**config.mk**
```make
export PLATFORM = sky130hd
export DESIGN_NAME = alu_issue_ctrl
export DESIGN_NICKNAME = d
export VERILOG_FILES = /design/src/rtl/alu_issue_ctrl.sv
export SDC_FILE = /design/constraint.sdc
export NUM_CORES = 1
export LEC_CHECK = 0
export CELL_PAD_IN_SITES_DETAIL_PLACEMENT = 0
export CELL_PAD_IN_SITES_GLOBAL_PLACEMENT = 1
export CORE_ASPECT_RATIO = 0.75
export CORE_MARGIN = 5
export CORE_UTILIZATION = 29
export DETAILED_ROUTE_END_ITERATION = 16
export PLACE_DENSITY_LB_ADDON = 0.1
export SYNTH_ARGS = -nofsm -noshare
export SYNTH_HDL_FRONTEND = slang
export SYNTH_SLANG_ARGS = --single-unit
export TNS_END_PERCENT = 30
```
**constraint.sdc**
```tcl
create_clock -name clk -period 4.15 [get_ports clk]
set_clock_uncertainty 0.15 [all_clocks]
set_input_delay 0.415 -clock clk [delete_from_list [all_inputs] [get_ports clk]]
set_output_delay 0.415 -clock clk [all_outputs]
set_load 0.005 [all_outputs]
```
**src/rtl/alu_issue_ctrl.sv**
```systemverilog
// Issue/response sequencer driving a clocked, one-cycle-latency RV32I ALU.
// Optional perf counters are compiled in with `define ALU_ISSUE_PERF_CNT_EN.
module alu_issue_ctrl #(
  parameter int DATA_WIDTH = 32
) (
  input  logic                  clk,
  input  logic                  rst,
  // upstream instruction handshake
  input  logic                  in_valid,
  output logic                  in_ready,
  input  logic [6:0]            in_opcode,
  input  logic [2:0]            in_funct3,
  input  logic [6:0]            in_funct7,
  input  logic [DATA_WIDTH-1:0] in_rs1,
  input  logic [DATA_WIDTH-1:0] in_rs2,
  input  logic [DATA_WIDTH-1:0] in_imm,
  // ALU drive; alu_ctrl encoding: 00 ADD, 01 SUB, 10 AND, 11 OR
  output logic [DATA_WIDTH-1:0] alu_a,
  output logic [DATA_WIDTH-1:0] alu_b,
  output logic [1:0]            alu_ctrl,
  input  logic [DATA_WIDTH-1:0] alu_data_out,
  input  logic                  alu_zero,
  // downstream response handshake
  output logic                  out_valid,
  input  logic                  out_ready,
  output logic [DATA_WIDTH-1:0] out_result,
  output logic                  out_is_branch,
  output logic                  out_taken,
  output logic                  out_illegal,
`ifdef ALU_ISSUE_PERF_CNT_EN
  output logic [31:0]           perf_issued,
  output logic [31:0]           perf_taken,
  output logic [31:0]           perf_illegal,
`endif
  // debug view of the sequencer state: 0 IDLE, 1 ISSUE, 2 WAIT, 3 RESP
  output logic [1:0]            fsm_state
);

  // Handshakes: a transfer happens on a rising edge where valid and ready are
  // both high. Once valid is raised it stays high, with its payload stable,
  // until that transfer; ready may change freely and never depends on valid.

  localparam logic [1:0] CTRL_ADD = 2'b00;
  localparam logic [1:0] CTRL_SUB = 2'b01;
  localparam logic [1:0] CTRL_AND = 2'b10;
  localparam logic [1:0] CTRL_OR  = 2'b11;

  localparam logic [6:0] OP_R      = 7'b0110011;
  localparam logic [6:0] OP_I      = 7'b0010011;
  localparam logic [6:0] OP_BRANCH = 7'b1100011;
  localparam logic [6:0] OP_LOAD   = 7'b0000011;
  localparam logic [6:0] OP_STORE  = 7'b0100011;

  localparam logic [6:0] F7_BASE = 7'b0000000;
  localparam logic [6:0] F7_ALT  = 7'b0100000;

  localparam logic [1:0] S_IDLE  = 2'd0;
  localparam logic [1:0] S_ISSUE = 2'd1;
  localparam logic [1:0] S_WAIT  = 2'd2;
  localparam logic [1:0] S_RESP  = 2'd3;

  logic [1:0] state;
  logic [1:0] state_next;
  logic       accept;
  logic       handoff;
  logic       is_bne;

  logic       dec_legal;
  logic [1:0] dec_ctrl;
  logic       dec_use_imm;
  logic       dec_branch;
  logic       dec_bne;

  always_comb begin
    dec_legal   = 1'b0;
    dec_ctrl    = CTRL_ADD;
    dec_use_imm = 1'b0;
    dec_branch  = 1'b0;
    dec_bne     = 1'b0;
    case (in_opcode)
      OP_R: begin
        case (in_funct3)
          3'b000: begin
            if (in_funct7 == F7_BASE) begin
              dec_legal = 1'b1;
              dec_ctrl  = CTRL_ADD;
            end else if (in_funct7 == F7_ALT) begin
              dec_legal = 1'b1;
              dec_ctrl  = CTRL_SUB;
            end
          end
          3'b111: begin
            dec_legal = (in_funct7 == F7_BASE);
            dec_ctrl  = CTRL_AND;
          end
          3'b110: begin
            dec_legal = (in_funct7 == F7_BASE);
            dec_ctrl  = CTRL_OR;
          end
          default: dec_legal = 1'b0;
        endcase
      end
      OP_I: begin
        dec_use_imm = 1'b1;
        case (in_funct3)
          3'b000: begin
            dec_legal = 1'b1;
            dec_ctrl  = CTRL_ADD;
          end
          3'b111: begin
            dec_legal = 1'b1;
            dec_ctrl  = CTRL_AND;
          end
          3'b110: begin
            dec_legal = 1'b1;
            dec_ctrl  = CTRL_OR;
          end
          default: dec_legal = 1'b0;
        endcase
      end
      OP_BRANCH: begin
        // BEQ/BNE compare by subtraction and read the ALU zero flag
        if (in_funct3 == 3'b000 || in_funct3 == 3'b001) begin
          dec_legal  = 1'b1;
          dec_ctrl   = CTRL_SUB;
          dec_branch = 1'b1;
          dec_bne    = in_funct3[0];
        end
      end
      OP_LOAD, OP_STORE: begin
        dec_legal   = 1'b1;
        dec_ctrl    = CTRL_ADD;
        dec_use_imm = 1'b1;
      end
      default: dec_legal = 1'b0;
    endcase
  end

  // state register
  always_ff @(posedge clk) begin
    if (rst) state <= S_IDLE;
    else     state <= state_next;
  end

  // next-state logic
  always_comb begin
    state_next = state;
    case (state)
      S_IDLE:  if (in_valid) state_next = dec_legal ? S_ISSUE : S_RESP;
      S_ISSUE: state_next = S_WAIT;
      S_WAIT:  state_next = S_RESP;
      S_RESP:  if (out_ready) state_next = S_IDLE;
      default: state_next = S_IDLE;
    endcase
  end

  // FSM outputs; in_ready is forced low while reset is asserted
  always_comb begin
    in_ready  = 1'b0;
    out_valid = 1'b0;
    case (state)
      S_IDLE:  in_ready  = !rst;
      S_RESP:  out_valid = 1'b1;
      default: begin
        in_ready  = 1'b0;
        out_valid = 1'b0;
      end
    endcase
  end

  assign fsm_state = state;
  assign accept    = in_valid && in_ready;
  assign handoff   = out_valid && out_ready;

  // Operand and response registers. An illegal accept leaves alu_* untouched
  // so the ALU keeps seeing the previous operation.
  always_ff @(posedge clk) begin
    if (rst) begin
      alu_a         <= '0;
      alu_b         <= '0;
      alu_ctrl      <= CTRL_ADD;
      out_result    <= '0;
      out_is_branch <= 1'b0;
      out_taken     <= 1'b0;
      out_illegal   <= 1'b0;
      is_bne        <= 1'b0;
    end else begin
      if (accept) begin
        out_taken <= 1'b0;
        if (dec_legal) begin
          alu_a         <= in_rs1;
          alu_b         <= dec_use_imm ? in_imm : in_rs2;
          alu_ctrl      <= dec_ctrl;
          out_is_branch <= dec_branch;
          is_bne        <= dec_bne;
          out_illegal   <= 1'b0;
        end else begin
          out_is_branch <= 1'b0;
          is_bne        <= 1'b0;
          out_illegal   <= 1'b1;
          out_result    <= '0;
        end
      end
      if (state == S_WAIT) begin
        out_result <= alu_data_out;
        out_taken  <= out_is_branch && (is_bne ? !alu_zero : alu_zero);
      end
    end
  end

`ifdef ALU_ISSUE_PERF_CNT_EN
  always_ff @(posedge clk) begin
    if (rst) begin
      perf_issued  <= '0;
      perf_taken   <= '0;
      perf_illegal <= '0;
    end else begin
      if (accept && dec_legal)  perf_issued  <= perf_issued + 32'd1;
      if (accept && !dec_legal) perf_illegal <= perf_illegal + 32'd1;
      if (handoff && out_taken) perf_taken   <= perf_taken + 32'd1;
    end
  end
`else
  logic unused_handoff;
  assign unused_handoff = handoff;
`endif

endmodule

```
=== After elaboration in Yosys (flattened, before gate mapping) ===
Cells that the tools add are included.

* Input port bits: 150
* Register bits: 104
* Output and inout bits: 105
* Word-level logic and storage cells: 72

* Mux-type cells: 32
* Reduce and logical (&&, ||, !) cells: 16
* Eq/ne operators: 15

{| class="wikitable"
|+ Operator list
! cell !! count
|-
| $mux 32 || 4
|-
| $eq 7x6->1 const B || 3
|-
| $mux 1 || 19
|-
| $pmux 2 s3 || 2
|-
| $pmux 2 s4 || 1
|-
| $eq 7x2->1 const B || 1
|-
| $eq 7x5->1 const B || 1
|-
| $eq 7x7->1 const B || 1
|-
| $logic_not 7->1 || 1
|-
| $eq 3x3->1 const B || 2
|-
| $mux 2 || 3
|-
| $reduce_and 2->1 || 3
|-
| $reduce_or 3->1 || 2
|-
| $eq 2x2->1 const B || 2
|-
| $ne 2x2->1 const B || 2
|-
| $pmux 1 s4 || 1
|-
| $pmux 2 s2 || 1
|-
| $reduce_or 2->1 || 2
|-
| $eq 3x1->1 const B || 1
|-
| $logic_not 3->1 || 1
|-
| $eq 2x1->1 const B || 1
|-
| $logic_and 1x1->1 || 2
|-
| $logic_not 1->1 || 2
|-
| $logic_not 2->1 || 1
|-
| other kinds (4) || 4
|}

=== Logic depth before layout (Yosys ltp) ===
* Depth in word-level cells: 8
* Gate-level depth with buffers: 8
* Gate-level depth less buffers: 6

=== Worst setup path before layout ===
OpenSTA, ideal clock, no wires.

* Kind: in2reg
* Start point: input in_opcode[3]
* End point: register alu_a[10]
* Buffers on the path: 2
* Slack: 1.837 ns
* Cell stages on the path: 6
* Setup time: 0.123 ns
* Required time: 3.877 ns
* Arrival time: 2.039 ns
* Cell sequence: or4bb_1 -> a2111o_1 -> o21a_1 -> buf_2 -> buf_6 -> mux2_1

* Cells in the longest elaborated chain, start to end: 4
* Elaborated cells on any way between the ends: 8
* Those cells by class: 5 x eq/ne; 1 x mux; 2 x reduce/logical

{| class="wikitable"
|+ Ends and longest elaborated chain
! what !! RTL line !! RTL
|-
| start, declared || 11 || <nowiki>input logic [6:0] in_opcode,</nowiki>
|-
| $eq 7x2->1 or $eq 7x6->1 (tied branches) || 80 || <nowiki>case (in_opcode)</nowiki>
|-
| $reduce_or 2->1 || 80 ||
|-
| $pmux 1 s4 (*) || 80 ||
|-
| $reduce_and 2->1 (no source line) (*) || n/a ||
|-
| end signal, assigned || 191 || <nowiki>alu_a <= in_rs1;</nowiki>
|-
| end, declared || 18 || <nowiki>output logic [DATA_WIDTH-1:0] alu_a,</nowiki>
|}

Every way passes the cells marked *; elsewhere a longest branch is shown, timed or not.
A chain may end at the register's enable or synchronous reset.

=== Final worst setup path ===
* Start point: input in_opcode[0]
* End point: register alu_b[2]

* Cells in the longest elaborated chain, start to end: 4
* Elaborated cells on any way between the ends: 11
* Those cells by class: 5 x eq/ne; 3 x mux; 3 x reduce/logical

{| class="wikitable"
|+ Ends and longest elaborated chain
! what !! RTL line !! RTL
|-
| $eq 7x2->1 (tied with other cells) || 80 ||
|-
| $reduce_or 2->1 or $reduce_or 3->1 (tied branches) || n/a ||
|-
| $pmux 1 s4 or $mux 1 (tied branches) || 80 ||
|-
| $reduce_and 2->1 (no source line) or $mux 32 (tied branches) || n/a ||
|-
| end signal, assigned || 192 || <nowiki>alu_b <= dec_use_imm ? in_imm : in_rs2;</nowiki>
|-
| end, declared || 19 || <nowiki>output logic [DATA_WIDTH-1:0] alu_b,</nowiki>
|}

Several ways; a longest one is shown, not always the timed one.

==> results by group <==
Clocking
  • CTS tree: built
  • H-Tree Depth: 3
  • CTS Buffer Depth: 2
  • Root Buffer: clkbuf_16
  • # hold bufs at CTS: 0
  • Clock Sinks: 104
  • Post-CTS Resized: 0
  • Clock transition at path regs: 0.07 ns
  • Later-pin clock latency in the skew report: 0.34 ns
  • Post-CTS Setup Inserts: 0
  • CTS Buf Count: 9

Yosys
  • Xor/xnor share of the synthesized area: 0.191%
  • Number of synthesized flops with an enable pin: 0
  • Post-Syn Area: 0.00458 mm2
  • Most area-consuming cells after synthesis: dfxtp_1 (45%), mux2i_1 (13%), nand2_1 (11%), o22ai_1 (4.2%), o211a_1 (2.6%)
  • FFs w/ async S/R, synth: 0%
  • Synthesized instance count: 512
  • Mux share of post-synthesis cell area: 16.3%
  • Sequential area share after synthesis: 45.5%
  • Netlist cell types: 48
  • Post-synth top area cell: dfxtp_1
  • Ys Warns: 0
  • #FFs+latches synth: 104
  • Largest family of logic cells by synthesized area: simple AND/OR/NAND/NOR gates
  • Post-synthesis compound-gate area fraction: 13.8%
  • Post-synth top flop: dfxtp_1
  • Synthesized area per cell: 8.94 um2
  • Synth top area share: 45.5%
  • Commonest cells post-synth: nand2_1 (139), dfxtp_1 (104), mux2i_1 (61)
  • Synthesized-area fraction occupied by adder cells: 1.09%
  • Synthesized Nets: 666
  • Simple-Gate Fraction of Synth Area: 17.7%
  • Count leader, synth: nand2_1

Die
  • Boundary Pins: 255
  • Core Area: 0.0154 mm2
  • Row count: 39
  • DIE AREA: 0.0184 mm2
  • Die height: 119 um
  • Starting Density: 29.8%
  • Die W: 155 um

Route
  • M1 wire length: 6.65 mm
  • DR top layer: met4
  • Post-route antenna net violation count: 0
  • Routed length on met3: 1.60 mm
  • WL final: 15.9 mm
  • Via density: 4.68
  • Detailed-route wire length per cell: 16.6 um
  • Initial drt markers: 145
  • Routed vias: 4466
  • Met2 WL: 7.39 mm
  • Residual DRC: 0
  • Drt pass-1 iters: 4

Layout
  • Fin nets: 899
  • Final Non-Filler Cells: 954
  • N_diodes: 0
  • Filler Cell Count: 1437
  • Reg area: 0.00208 mm2
  • Multi-input logic area: 0.00228 mm2
  • Layout cells sized above 1: 4.67%
  • Finished Core Util: 49.7%
  • Area Overhead vs Synth: 66.7%

Critical path
  • Slowest library cell on the worst path: o21ai_4
  • R2R depth: 6
  • Critical-path cell list: clkdlybuf4s50_1, nor4bb_4, buf_4, o2111ai_1, o21ai_4, a311oi_1
  • Worst setup SP type: input pin
  • WP depth: 6
  • CP delay by family, top: compound AO/OA/AOI/OAI gates
  • Buffers plus inverters on the worst setup path: 2
  • Crit-path max FO: 33
  • Crit path launch: in_opcode[0]
  • Worst R2R Start: fsm_state[0]
  • Max incr delay on CP: 1.06 ns
  • Worst reg2reg endpoint: alu_a[9]
  • WP data required: 4.15 ns
  • Crit path DAT: 3.09 ns
  • Crit Path Class: input pin to flop
  • Critical Path End Type: flop
  • R2r setup slk: 1.13 ns
  • CP Capture Point: alu_b[2]

Min path
  • Worst hold path type: flop to flop

Power and ir drop
  • Power density over cell area: 371 mW/mm2
  • VDD IR max: 209 uV
  • Leakage: 3.00 nW

Placement
  • DP Cell Count: 939
  • Pre-CTS setup slack: 0.668 ns
  • Routability cong.: 0.831
  • DP HPWL: 11.8 mm
  • PortBufs: 254

STA
  • Fin crit period: 3.10 ns
  • Slew HR: 18.1%
  • RSZ-0062 raised after global routing: no
  • Worst setup margin: 1.05 ns
  • Final Setup Violations: 0
  • Crit share post-route: 74.6%
  • Worst slew pin tran: 1.22 ns
  • Slew Viols, Final: 0
  • Setup tns final: 0 ns
  • Achievable frequency: 323 MHz
  • Final Hold Viols: 0

Global route
  • GRT Total Usage: 16.7%
  • Number of global-route vias before repair: 4675
  • Global-route wire length before repair: 24.8 mm
  • Largest net degree at the start of global routing: 53
  • Grt total ovfl: 0
  • Initial antenna violation count: 0

Run status
  • Status: complete, no violations

Run
  • Max_cap viols: 0
## worst reg2reg max path, delay by kind of cell (launching register included)
kind / cells / cell delay, ns
AO/OA/AOI/OAI: 2 / 1.39
adder cells (fa/ha/maj): 1 / 0.25
buffers and inverters: 1 / 0.10
flip-flops: 1 / 0.38
multiplexers: 1 / 0.44
AND/OR/NAND/NOR: 1 / 0.21
## report_power, final
| group | internal (mW) | switching [mW] | total (mW) |
|---|---|---|---|
| Clock | 0.588 | 0.374 | 0.962 |
| Sequential | 1.09 | 0.0511 | 1.14 |
| Combinational | 0.399 | 0.334 | 0.733 |
## layout by cell type, fill, tap and decap left out, types with 2 or more instances in the layout
cell / instances
a2111o_1: 2
a21oi_1: 3
a311oi_1: 13
buf_4: 9
bufinv_16: 3
clkbuf_16: 9
clkdlybuf4s50_1: 253
dfxtp_1: 104
ha_1: 4
inv_1: 19
mux2_1: 9
mux2_2: 3
mux2i_1: 61
nand2_1: 139
nand3_1: 17
nor2_1: 4
nor2b_1: 14
nor3_1: 2
o2111ai_1: 3
o211a_1: 12
o211ai_1: 2
o21ai_0: 3
o22ai_1: 31
or4bb_1: 2
## how the worst min path moves through the flow
stage | depth (start not counted) | to | start
after floorplan | 2 | is_bne | is_bne
after global placement | 2 | alu_a[30] | alu_a[30]
after detailed placement | 2 | alu_a[11] | alu_a[11]
after CTS | 2 | alu_a[11] | alu_a[11]
after global routing | 2 | out_result[1] | out_result[1]
final | 2 | alu_a[11] | alu_a[11]
## state kept, by name (all words and copies together), names as in the netlist
register	cells
alu_a	32
alu_b	32
out_result	32
alu_ctrl	2
fsm_state	2
is_bne	1
out_illegal	1
out_is_branch	1
out_taken	1
## final cells by class
cell class,instances,share of cell area [%]
sequential,104,27.3
tap,205,3.36
clock inverter,5,1.36
multi-input combinational,347,29.9
timing repair buffer,263,34.1
inverter,20,0.984
clock buffer,10,3.00
## per-stage QoR
| stage | power (mW) | cell area, um2 | hold WS [ns] |
|---|---|---|---|
| detailed placement | 1.90 | 7300 | 0.299 |
| floorplan | 1.46 | 4580 | 0.294 |
| global route | 2.99 | 7630 | 0.330 |
| global placement | 1.89 | 7300 | 0.293 |
| CTS | 2.88 | 7630 | 0.310 |
| finish | 2.83 | 7630 | 0.309 |
## cells by family after synthesis
logic type,after synthesis
DFF,104
muxes,73
buffers and inverters,61
AOI/OAI and AO/OA,82
adders and majority gates,4
xor gates and xnor gates,1
and+or+nand+nor,187
## per-layer routing
layer	GRT usage (%)	vias up
met5	0	-
met4	4.52	0
met3	7.90	18
met2	27.6	173
met1	19.6	2031
li1	-	2244
No activity file was read; power rests on OpenSTA's default activity.
